$ cat src/rtl/ex_div_ctrl.sv
// Multi-cycle radix-2 restoring divide sequencer for the EX stage (DIV.W/MOD.W/DIV.WU/MOD.WU).
// Optional feature macro: DIV_ZERO_FAST_EN (a zero divisor skips CALC and goes straight to DONE).
module ex_div_ctrl #(
    parameter int WIDTH = 32,
    parameter int CNT_W = 6
) (
    input  logic             clk,
    input  logic             rst,
    input  logic             flush,
    input  logic             div_start,
    input  logic [1:0]       div_op,
    input  logic [WIDTH-1:0] div_src1,
    input  logic [WIDTH-1:0] div_src2,
    input  logic             out_ready,
    output logic             div_busy,
    output logic             div_done,
    output logic [WIDTH-1:0] div_result
);

    // Handshake: an op is taken when div_start=1 in IDLE; the result transfers when div_done=1
    // and out_ready=1 on the same posedge. div_start is ignored whenever div_busy=1.
    typedef enum logic [1:0] {
        S_IDLE = 2'd0,
        S_CALC = 2'd1,
        S_DONE = 2'd2
    } state_t;

    state_t           state_q, state_d;
    logic [CNT_W-1:0] cnt_q, cnt_d;
    logic [1:0]       op_q, op_d;
    logic             neg1_q, neg1_d;
    logic             neg2_q, neg2_d;
    logic             zero_q, zero_d;
    logic [WIDTH-1:0] mag1_q, mag1_d;
    logic [WIDTH-1:0] dvsr_q, dvsr_d;
    logic [WIDTH-1:0] rem_q, rem_d;
    logic [WIDTH-1:0] quo_q, quo_d;
    logic [WIDTH-1:0] res_q, res_d;

    logic             in_neg1, in_neg2, in_zero;
    logic [WIDTH-1:0] in_mag1, in_mag2;
    logic [WIDTH:0]   rem_sh;
    logic             trial_ok;
    logic [WIDTH-1:0] rem_n, quo_n;

    // Sign fixup and divide-by-zero forcing; the sign flags are already zero for unsigned ops.
    function automatic logic [WIDTH-1:0] fixup(input logic [1:0] op, input logic n1,
                                               input logic n2, input logic z,
                                               input logic [WIDTH-1:0] m1,
                                               input logic [WIDTH-1:0] q,
                                               input logic [WIDTH-1:0] r);
        logic             sgn;
        logic [WIDTH-1:0] qv, rv;
        sgn = ~op[1];
        qv  = z ? '1 : ((sgn & (n1 ^ n2)) ? -q : q);
        rv  = z ? ((sgn & n1) ? -m1 : m1) : ((sgn & n1) ? -r : r);
        return op[0] ? rv : qv;
    endfunction

    assign in_neg1 = div_src1[WIDTH-1] & ~div_op[1];
    assign in_neg2 = div_src2[WIDTH-1] & ~div_op[1];
    assign in_mag1 = in_neg1 ? -div_src1 : div_src1;
    assign in_mag2 = in_neg2 ? -div_src2 : div_src2;
    assign in_zero = (div_src2 == '0);

    // One restoring step: shift {rem,quo} left, subtract the divisor if it fits.
    assign rem_sh   = {rem_q, quo_q[WIDTH-1]};
    assign trial_ok = (rem_sh >= {1'b0, dvsr_q});
    assign rem_n    = trial_ok ? (rem_sh[WIDTH-1:0] - dvsr_q) : rem_sh[WIDTH-1:0];
    assign quo_n    = {quo_q[WIDTH-2:0], trial_ok};

    always_comb begin
        state_d = state_q;
        cnt_d   = cnt_q;
        op_d    = op_q;
        neg1_d  = neg1_q;
        neg2_d  = neg2_q;
        zero_d  = zero_q;
        mag1_d  = mag1_q;
        dvsr_d  = dvsr_q;
        rem_d   = rem_q;
        quo_d   = quo_q;
        res_d   = res_q;
        case (state_q)
            S_IDLE: begin
                if (div_start && !flush) begin
                    op_d   = div_op;
                    neg1_d = in_neg1;
                    neg2_d = in_neg2;
                    zero_d = in_zero;
                    mag1_d = in_mag1;
                    dvsr_d = in_mag2;
                    rem_d  = '0;
                    quo_d  = in_mag1;
                    cnt_d  = '0;
`ifdef DIV_ZERO_FAST_EN
                    if (in_zero) begin
                        state_d = S_DONE;
                        res_d   = fixup(div_op, in_neg1, in_neg2, 1'b1, in_mag1, '0, '0);
                    end else begin
                        state_d = S_CALC;
                    end
`else
                    state_d = S_CALC;
`endif
                end
            end
            S_CALC: begin
                rem_d = rem_n;
                quo_d = quo_n;
                cnt_d = cnt_q + CNT_W'(1);
                if (cnt_q == CNT_W'(WIDTH - 1)) begin
                    state_d = S_DONE;
                    res_d   = fixup(op_q, neg1_q, neg2_q, zero_q, mag1_q, quo_n, rem_n);
                end
            end
            S_DONE: begin
                if (out_ready) begin
                    state_d = S_IDLE;
                end
            end
            default: state_d = S_IDLE;
        endcase
        // Flush beats every other transition, including a result about to be loaded.
        if (flush) begin
            state_d = S_IDLE;
            res_d   = res_q;
        end
    end

    always_ff @(posedge clk) begin
        if (rst) begin
            state_q <= S_IDLE;
            cnt_q   <= '0;
            op_q    <= '0;
            neg1_q  <= 1'b0;
            neg2_q  <= 1'b0;
            zero_q  <= 1'b0;
            mag1_q  <= '0;
            dvsr_q  <= '0;
            rem_q   <= '0;
            quo_q   <= '0;
            res_q   <= '0;
        end else begin
            state_q <= state_d;
            cnt_q   <= cnt_d;
            op_q    <= op_d;
            neg1_q  <= neg1_d;
            neg2_q  <= neg2_d;
            zero_q  <= zero_d;
            mag1_q  <= mag1_d;
            dvsr_q  <= dvsr_d;
            rem_q   <= rem_d;
            quo_q   <= quo_d;
            res_q   <= res_d;
        end
    end

    assign div_busy   = (state_q != S_IDLE);
    assign div_done   = (state_q == S_DONE);
    assign div_result = res_q;

endmodule

$ cat config.mk
export PLATFORM = sky130hd
export DESIGN_NAME = ex_div_ctrl
export DESIGN_NICKNAME = d
export VERILOG_FILES = /design/src/rtl/ex_div_ctrl.sv
export SDC_FILE = /design/constraint.sdc
export NUM_CORES = 1
export LEC_CHECK = 0
export CAP_MARGIN = 20
export CORE_MARGIN = 2
export CORE_UTILIZATION = 54
export DETAILED_ROUTE_END_ITERATION = 8
export HOLD_SLACK_MARGIN = 0.1
export PLACE_DENSITY = 0.78
export SYNTH_ARGS = -nofsm -noshare
export SYNTH_HDL_FRONTEND = slang
export SYNTH_SLANG_ARGS = --single-unit
$ cat constraint.sdc
create_clock -name clk -period 4.6 [get_ports clk]
set_clock_uncertainty 0.15 [all_clocks]
set_input_delay 0.69 -clock clk [delete_from_list [all_inputs] [get_ports clk]]
set_output_delay 0.69 -clock clk [all_outputs]
set_load 0.005 [all_outputs]
==> results of run 1 <==
[power groups by stage]
stage                     logic, µW  clock network, µW  registers (µW)
after CTS                      1020               1520            1610
after detailed placement       1010                  0            1650
after floorplan                 690                  0            1630
after global placement         1000                  0            1650
final                          1070               1520            1620
after global routing           1160               1580            1620
[worst max-delay path, delay by kind of cell (launching register included)]
family	cells	cell delay (ns)
simple gates	4	0.79
mux	1	0.29
xor+xnor	1	0.24
flops	1	0.33
compound gates	7	1.41
fa+ha+maj	2	0.71
buf+inv	2	0.33
[cells in the mapped netlist (all sizes together) (15+ instances only)]
library cell	instances
nand2	206
mux2i	15
a21o	15
ha	38
a21oi	203
xor2	81
a31oi	37
xnor2	76
a22oi	33
a211oi	34
o31ai	25
nand3	40
nand2b	16
dfxtp	173
o21ai	91
or3	19
nor4	23
nor3	41
nor2	174
clkbuf	96
inv	57
[repair_timing]
action,in CTS,in global routing
endpoints found under the setup margin,0,14
resized for setup,0,14
buffers inserted,0,2
[final timing paths]
| path | slack, ns | cells after the start | start | end |
|---|---|---|---|---|
| max reg2reg | 0.20 | 17 | dvsr_q[27]$_SDFFE_PP0P_ | div_result[30]$_SDFFE_PP0P_ |
| min | 0.29 | 2 | div_result[17]$_SDFFE_PP0P_ | div_result[17]$_SDFFE_PP0P_ |
| min reg2reg | 0.29 | 2 | div_result[17]$_SDFFE_PP0P_ | div_result[17]$_SDFFE_PP0P_ |
| max | 0.20 | 17 | dvsr_q[27]$_SDFFE_PP0P_ | div_result[30]$_SDFFE_PP0P_ |
[cells in the final DEF (no fill, tap or decap), types with 14 or more instances in the layout]
cell type          n
a211oi_1          33
a21o_1            14
a21oi_1          199
a22oi_1           33
a31oi_1           37
buf_4             49
clkbuf_16         17
clkdlybuf4s50_1  103
dfxtp_1          173
ha_1              35
inv_1             55
mux2i_1           14
nand2_1          205
nand2b_1          15
nand3_1           40
nor2_1           172
nor3_1            39
nor4_1            19
o21ai_0           85
o31ai_1           23
or3_1             15
xnor2_1           76
xor2_1            81
[sequential cells by signal, indices dropped and copies added (netlist names)]
name        cells
mag1_q         32
quo_q          32
op_q            2
rem_q          32
state_q         2
cnt_q           6
neg1_q          1
dvsr_q         32
zero_q          1
div_result     32
neg2_q          1
[routing by layer]
layer	share of wire	routed length [µm]	vias up	GRT usage
met5	0	0	-	0
met4	0.027	1130	0	0.103
met3	0.11	4600	89	0.0881
met2	0.43	17800	693	0.509
met1	0.43	17600	6071	0.469
li1	-	-	6290	-
[per-stage QoR]
| step | power (µW) | TNS, ns | instances |
|---|---|---|---|
| 2_1_floorplan | 2320 | 0 | 1703 |
| 3_3_place_gp | 2650 | 0 | 2028 |
| 3_5_place_dp | 2660 | 0 | 2029 |
| 4_1_cts | 4160 | 0 | 2061 |
| 5_1_grt | 4360 | -0.00780 | 2063 |
| 6_report | 4200 | 0 | 2063 |
[layout make-up]
class | count | area [µm²]
Clock buffer | 18 | 429
Clock inverter | 14 | 175
Fill cell | 2016 | 8180
Inverter | 59 | 221
Multi-Input combinational cell | 1361 | 8460
Sequential cell | 173 | 3460
Tap cell | 285 | 357
Timing Repair Buffer | 153 | 1420
[kinds of logic (layout without fill, tap and decap cells)]
group,count (synthesis),after routing
simple gates,600,600
compound gates,544,544
flops,173,173
buf+inv,169,244
xor+xnor,157,157
fa+ha+maj,39,39
mux,21,21
==> run metrics, run 1 <==
status completed; Final Critical Period 4.40 ns; Clk Latency, worst-skew pair 0.46 ns; Wirelength per Cell 19.9 µm; Slew Limit Fails 0; Buffers on Ports 104; Pwr Density 289 nW/µm²; Mapped Nets 1813; first-pass GRT wire length 64400 µm; Routed Wire Length 41100 µm; Post-DP HPWL 31100 µm; fin util 0.640; mux share of post-synthesis cell area 0.0174; fin crit share 0.956; Ant. Diodes 0; DRC errors left 0; async set or reset register ratio after synthesis 0; 1st-iter DRT viols 1504; Slew headroom 0.323; pre-CTS WS 0.0706 ns; Layout area overhead 16.2%; routed vias 13100; complex-gate fraction of the synthesized area 0.277; maximum clock frequency 227 MHz; Clock Power Share 0.361; Avg Cell Area, Syn 7.34 µm²; Die X 156 µm; sequential share of power 0.385; Yosys top cell area share 0.277; Max Cap Viol 0; Post-synth EDFFs 0; CP startpoint kind register; Most used DFF post-synth dfxtp_1; Critical Path Max Stage Delay 0.45 ns; Critical Path Slowest Stage Cell ha_1; core area 22700 µm²; CTS sink count 173; NumNets Final 1875; Hold Buf Count CTS 0; unrepaired setup endpoints after global routing true; DRT Pass-1 Iters 5; Post-Synth XOR/XNOR Area 0.110; initial antenna violation count 0; HP Class register to register; cell seen most often among critical-path stages a31oi_1; Root Driver clkbuf_16; synthesis-stage register bit count 173; crit-path cells inv_1 -> ha_1 -> nand2_1 -> o21ai_0 -> a31oi_1 -> o221ai_1 -> a21o_2 -> mux2i_2 -> ha_1 -> nand4_1 -> buf_4 -> nor4_1 -> a31oi_1 -> nor3_4 -> a31oi_1 -> xor2_1 -> o31ai_1; CTS tree yes; Synth cell types 81; Seq/Total Area, Yosys 0.277; row cnt 55; Placer Congestion 1.03; gr ovfl total 0; Post-Synth Simple-Gate Area 0.228; Hold Violations, Final 0; CP endpoint kind register; Die Area 24400 µm²; Worst EP required 4.76 ns; IR drop worst, VDD 0.201 mV; total CTS buffers 17; htree depth 4; Gate power share 0.254; CP Data Arrival Time 4.56 ns; vias in the first global route 11900; post-synth top area cell dfxtp_1; buffer levels on the longest clock path 2; Die Height 156 µm; Crit Path Category register to register; Sw Share 0.338; Final setup viols 0; Slew @ Worst Pin 1.01 ns; vias per inst 6.37; Post-DRT Antenna Nets 0; clock transition at the registers of the reported paths 0.07 ns; Synth Area in Adders 0.0396; final hold slack 0.287 ns; share of cells above drive strength 1 0.0759; Area contributors post-synth dfxtp_1, a21oi_1, nand2_1, xor2_1, xnor2_1; setup ws final 0.200 ns; Int Pwr 2780 µW; Gate Count Post-Synth 1703; Psw 1420 µW; main combinational cell family by area after synthesis compound AO/OA/AOI/OAI gates; Placed Area 13900 µm²; static leakage 0.00541 µW; gr usage total 0.336; cell area after synthesis 12500 µm²; largest net degree at the start of global routing 81; Initial Util 0.550; warning count from the yosys run 0; fin area 14500 µm²; I/O Pins 105; crit path max fanout 8
Power figures use the tool's default switching activity.
==> inputs of run 2 (changes only) <==
--- a/config.mk
+++ b/config.mk
@@ -6,10 +6,10 @@
 export NUM_CORES = 1
 export LEC_CHECK = 0
 export CAP_MARGIN = 20
-export CORE_MARGIN = 2
+export CORE_MARGIN = 3
 export CORE_UTILIZATION = 54
 export DETAILED_ROUTE_END_ITERATION = 8
-export HOLD_SLACK_MARGIN = 0.1
+export HOLD_SLACK_MARGIN = 0.08
 export PLACE_DENSITY = 0.78
 export SYNTH_ARGS = -nofsm -noshare
 export SYNTH_HDL_FRONTEND = slang
==> run metrics, run 2 (synthesis gave the netlist of run 1 again) <==
register area 3460 µm² (unchanged); Psw 1390 µW (was 1420 µW); maximum clock frequency 225 MHz (was 227 MHz); first-pass GRT wire length 63300 µm (was 64400 µm); largest net degree at the start of global routing 100 (was 81); Clock Power Share 0.361 (about the same); crit path max fanout 43 (was 8); Final setup viols 0 (unchanged); CTS tree yes (unchanged); 1st-iter DRT viols 1588 (was 1504); Gate power share 0.254 (about the same); vias per inst 6.40 (was 6.37); most common cell after layout, fill and taps aside nand2_1 (unchanged); htree depth 4 (unchanged); Buffers on Ports 104 (unchanged); commonest non-fill, non-tap cells in the layout nand2_1, a21oi_1, dfxtp_1 (unchanged); Final Critical Period 4.44 ns (was 4.40 ns); Hold Violations, Final 0 (unchanged); buffer levels on the longest clock path 2 (unchanged); final hold slack 0.290 ns (was 0.287 ns); Placer Congestion 0.995 (was 1.03); Post-DP HPWL 30900 µm (was 31100 µm); sequential share of power 0.386 (was 0.385); Placed Area 13900 µm² (about the same); setup TNS 0 ns (unchanged); static leakage 0.00542 µW (was 0.00541 µW); Sw Share 0.333 (was 0.338); Worst EP required 4.83 ns (was 4.76 ns); gr ovfl total 0 (unchanged); CP Data Arrival Time 4.68 ns (was 4.56 ns); NumNets Final 1875 (unchanged); Root Driver clkbuf_16 (unchanged); DRT Pass-1 Iters 9 (was 5); Clk Latency, worst-skew pair 0.44 ns (was 0.46 ns); Die X 158 µm (was 156 µm); Post-DRT Antenna Nets 0 (unchanged); DRC errors left 0 (unchanged); Int Pwr 2800 µW (was 2780 µW); Crit Path Category register to register (unchanged); fin crit share 0.966 (was 0.956); routed vias 13200 (was 13100); vias in the first global route 11500 (was 11900); total CTS buffers 17 (unchanged); gr usage total 0.319 (was 0.336); Layout area overhead 16.6% (was 16.2%); Pwr Density 288 nW/µm² (was 289 nW/µm²); fin util 0.642 (was 0.640); Wirelength per Cell 19.9 µm (about the same); Slew headroom 0.201 (was 0.323); IR drop worst, VDD 0.195 mV (was 0.201 mV); HP Class register to register (unchanged); Slew Limit Fails 0 (unchanged); CP endpoint kind register (unchanged); Die Height 158 µm (was 156 µm); unrepaired setup endpoints after global routing false (was true); Slew @ Worst Pin 1.19 ns (was 1.01 ns); status completed (unchanged); clock transition at the registers of the reported paths 0.07 ns (about the same); Initial Util 0.550 (unchanged); initial antenna violation count 1 (was 0); Die Area 25000 µm² (was 24400 µm²); CTS sink count 173 (unchanged); Filler cells 2022 (was 2016); Max Cap Viol 0 (unchanged); row cnt 55 (unchanged); fin area 14600 µm² (was 14500 µm²); CP startpoint kind register (unchanged); multi-input logic area 8480 µm² (was 8460 µm²); I/O Pins 105 (unchanged); Routed Wire Length 41000 µm (was 41100 µm); share of cells above drive strength 1 0.0782 (was 0.0759); core area 22700 µm² (unchanged)
run 2: cell count changes in the layout (fill, tap and decap cells not counted), moves of 3 or more:
cell     change
ha_1         -3
ha_2         +3
inv_6        -3
a21oi_2      -3
a21oi_1      +3
buf_4        -3
run 2: path summary, 6_finish.rpt:
check | slack (ns) | end | start | cells past startpoint
setup / recovery | 0.16 | div_result[22]$_SDFFE_PP0P_ | rem_q[7]$_SDFFE_PP0P_ | 18
hold / removal | 0.29 | div_result[19]$_SDFFE_PP0P_ | div_result[19]$_SDFFE_PP0P_ | 2
setup reg to reg | 0.16 | div_result[22]$_SDFFE_PP0P_ | rem_q[7]$_SDFFE_PP0P_ | 18
hold reg to reg | 0.29 | div_result[19]$_SDFFE_PP0P_ | div_result[19]$_SDFFE_PP0P_ | 2
run 2: through the flow:
| step | std cells | total power [µW] | setup WS (ns) |
|---|---|---|---|
| floorplan | 1703 | 2320 | 0.0466 |
| global placement | 2027 | 2640 | 0.216 |
| detailed placement | 2028 | 2660 | 0.168 |
| global route | 2062 | 4350 | 0.00729 |
| CTS | 2059 | 4150 | 0.173 |
| finish | 2063 | 4190 | 0.155 |
run 2: cell type report:
class / instances / share of cell area
multi-input combinational: 1361 / 0.582
antenna: 1 / 0.000172
tap: 285 / 0.0245
clock buffer: 19 / 0.0311
sequential: 173 / 0.238
inverter: 59 / 0.0152
timing repair buffer: 153 / 0.0996
clock inverter: 12 / 0.0103
run 2: per-layer routing:
layer	GRT usage	routed length, µm	vias to the layer above
met5	0	0	-
met4	0.0762	848	0
met3	0.0596	4240	70
met2	0.473	17900	705
met1	0.478	18000	6151
li1	-	-	6280
run 2: critical path, cell delays in order (launching register included):
cell and delay (ns):
dfxtp_1 0.42, ha_1 0.33, buf_4 0.18, a21oi_1 0.19
o21ai_0 0.21, nand4_1 0.18, nand3_1 0.13, a21o_2 0.29
buf_12 0.22, inv_2 0.11, ha_1 0.24, nand3_1 0.23
nor2_2 0.22, and2_1 0.22, a21oi_1 0.10, xnor2_1 0.16
a221oi_1 0.48, buf_4 0.20, a32o_1 0.15
run 2: power groups by stage:
stage               combinational [µW]  clock, µW  sequential (µW)
finish                            1060       1510             1620
global route                      1150       1580             1620
CTS                               1020       1520             1610
detailed placement                1010          0             1650
global placement                   997          0             1650
floorplan                          690          0             1630
run 2: timing repair:
item                       4_1_cts  5_1_grt
hold buffers                     0        0
setup buffers                    0        2
setup endpoints to repair        0       17
hold endpoints to repair         0        0
gates resized for setup          0       19
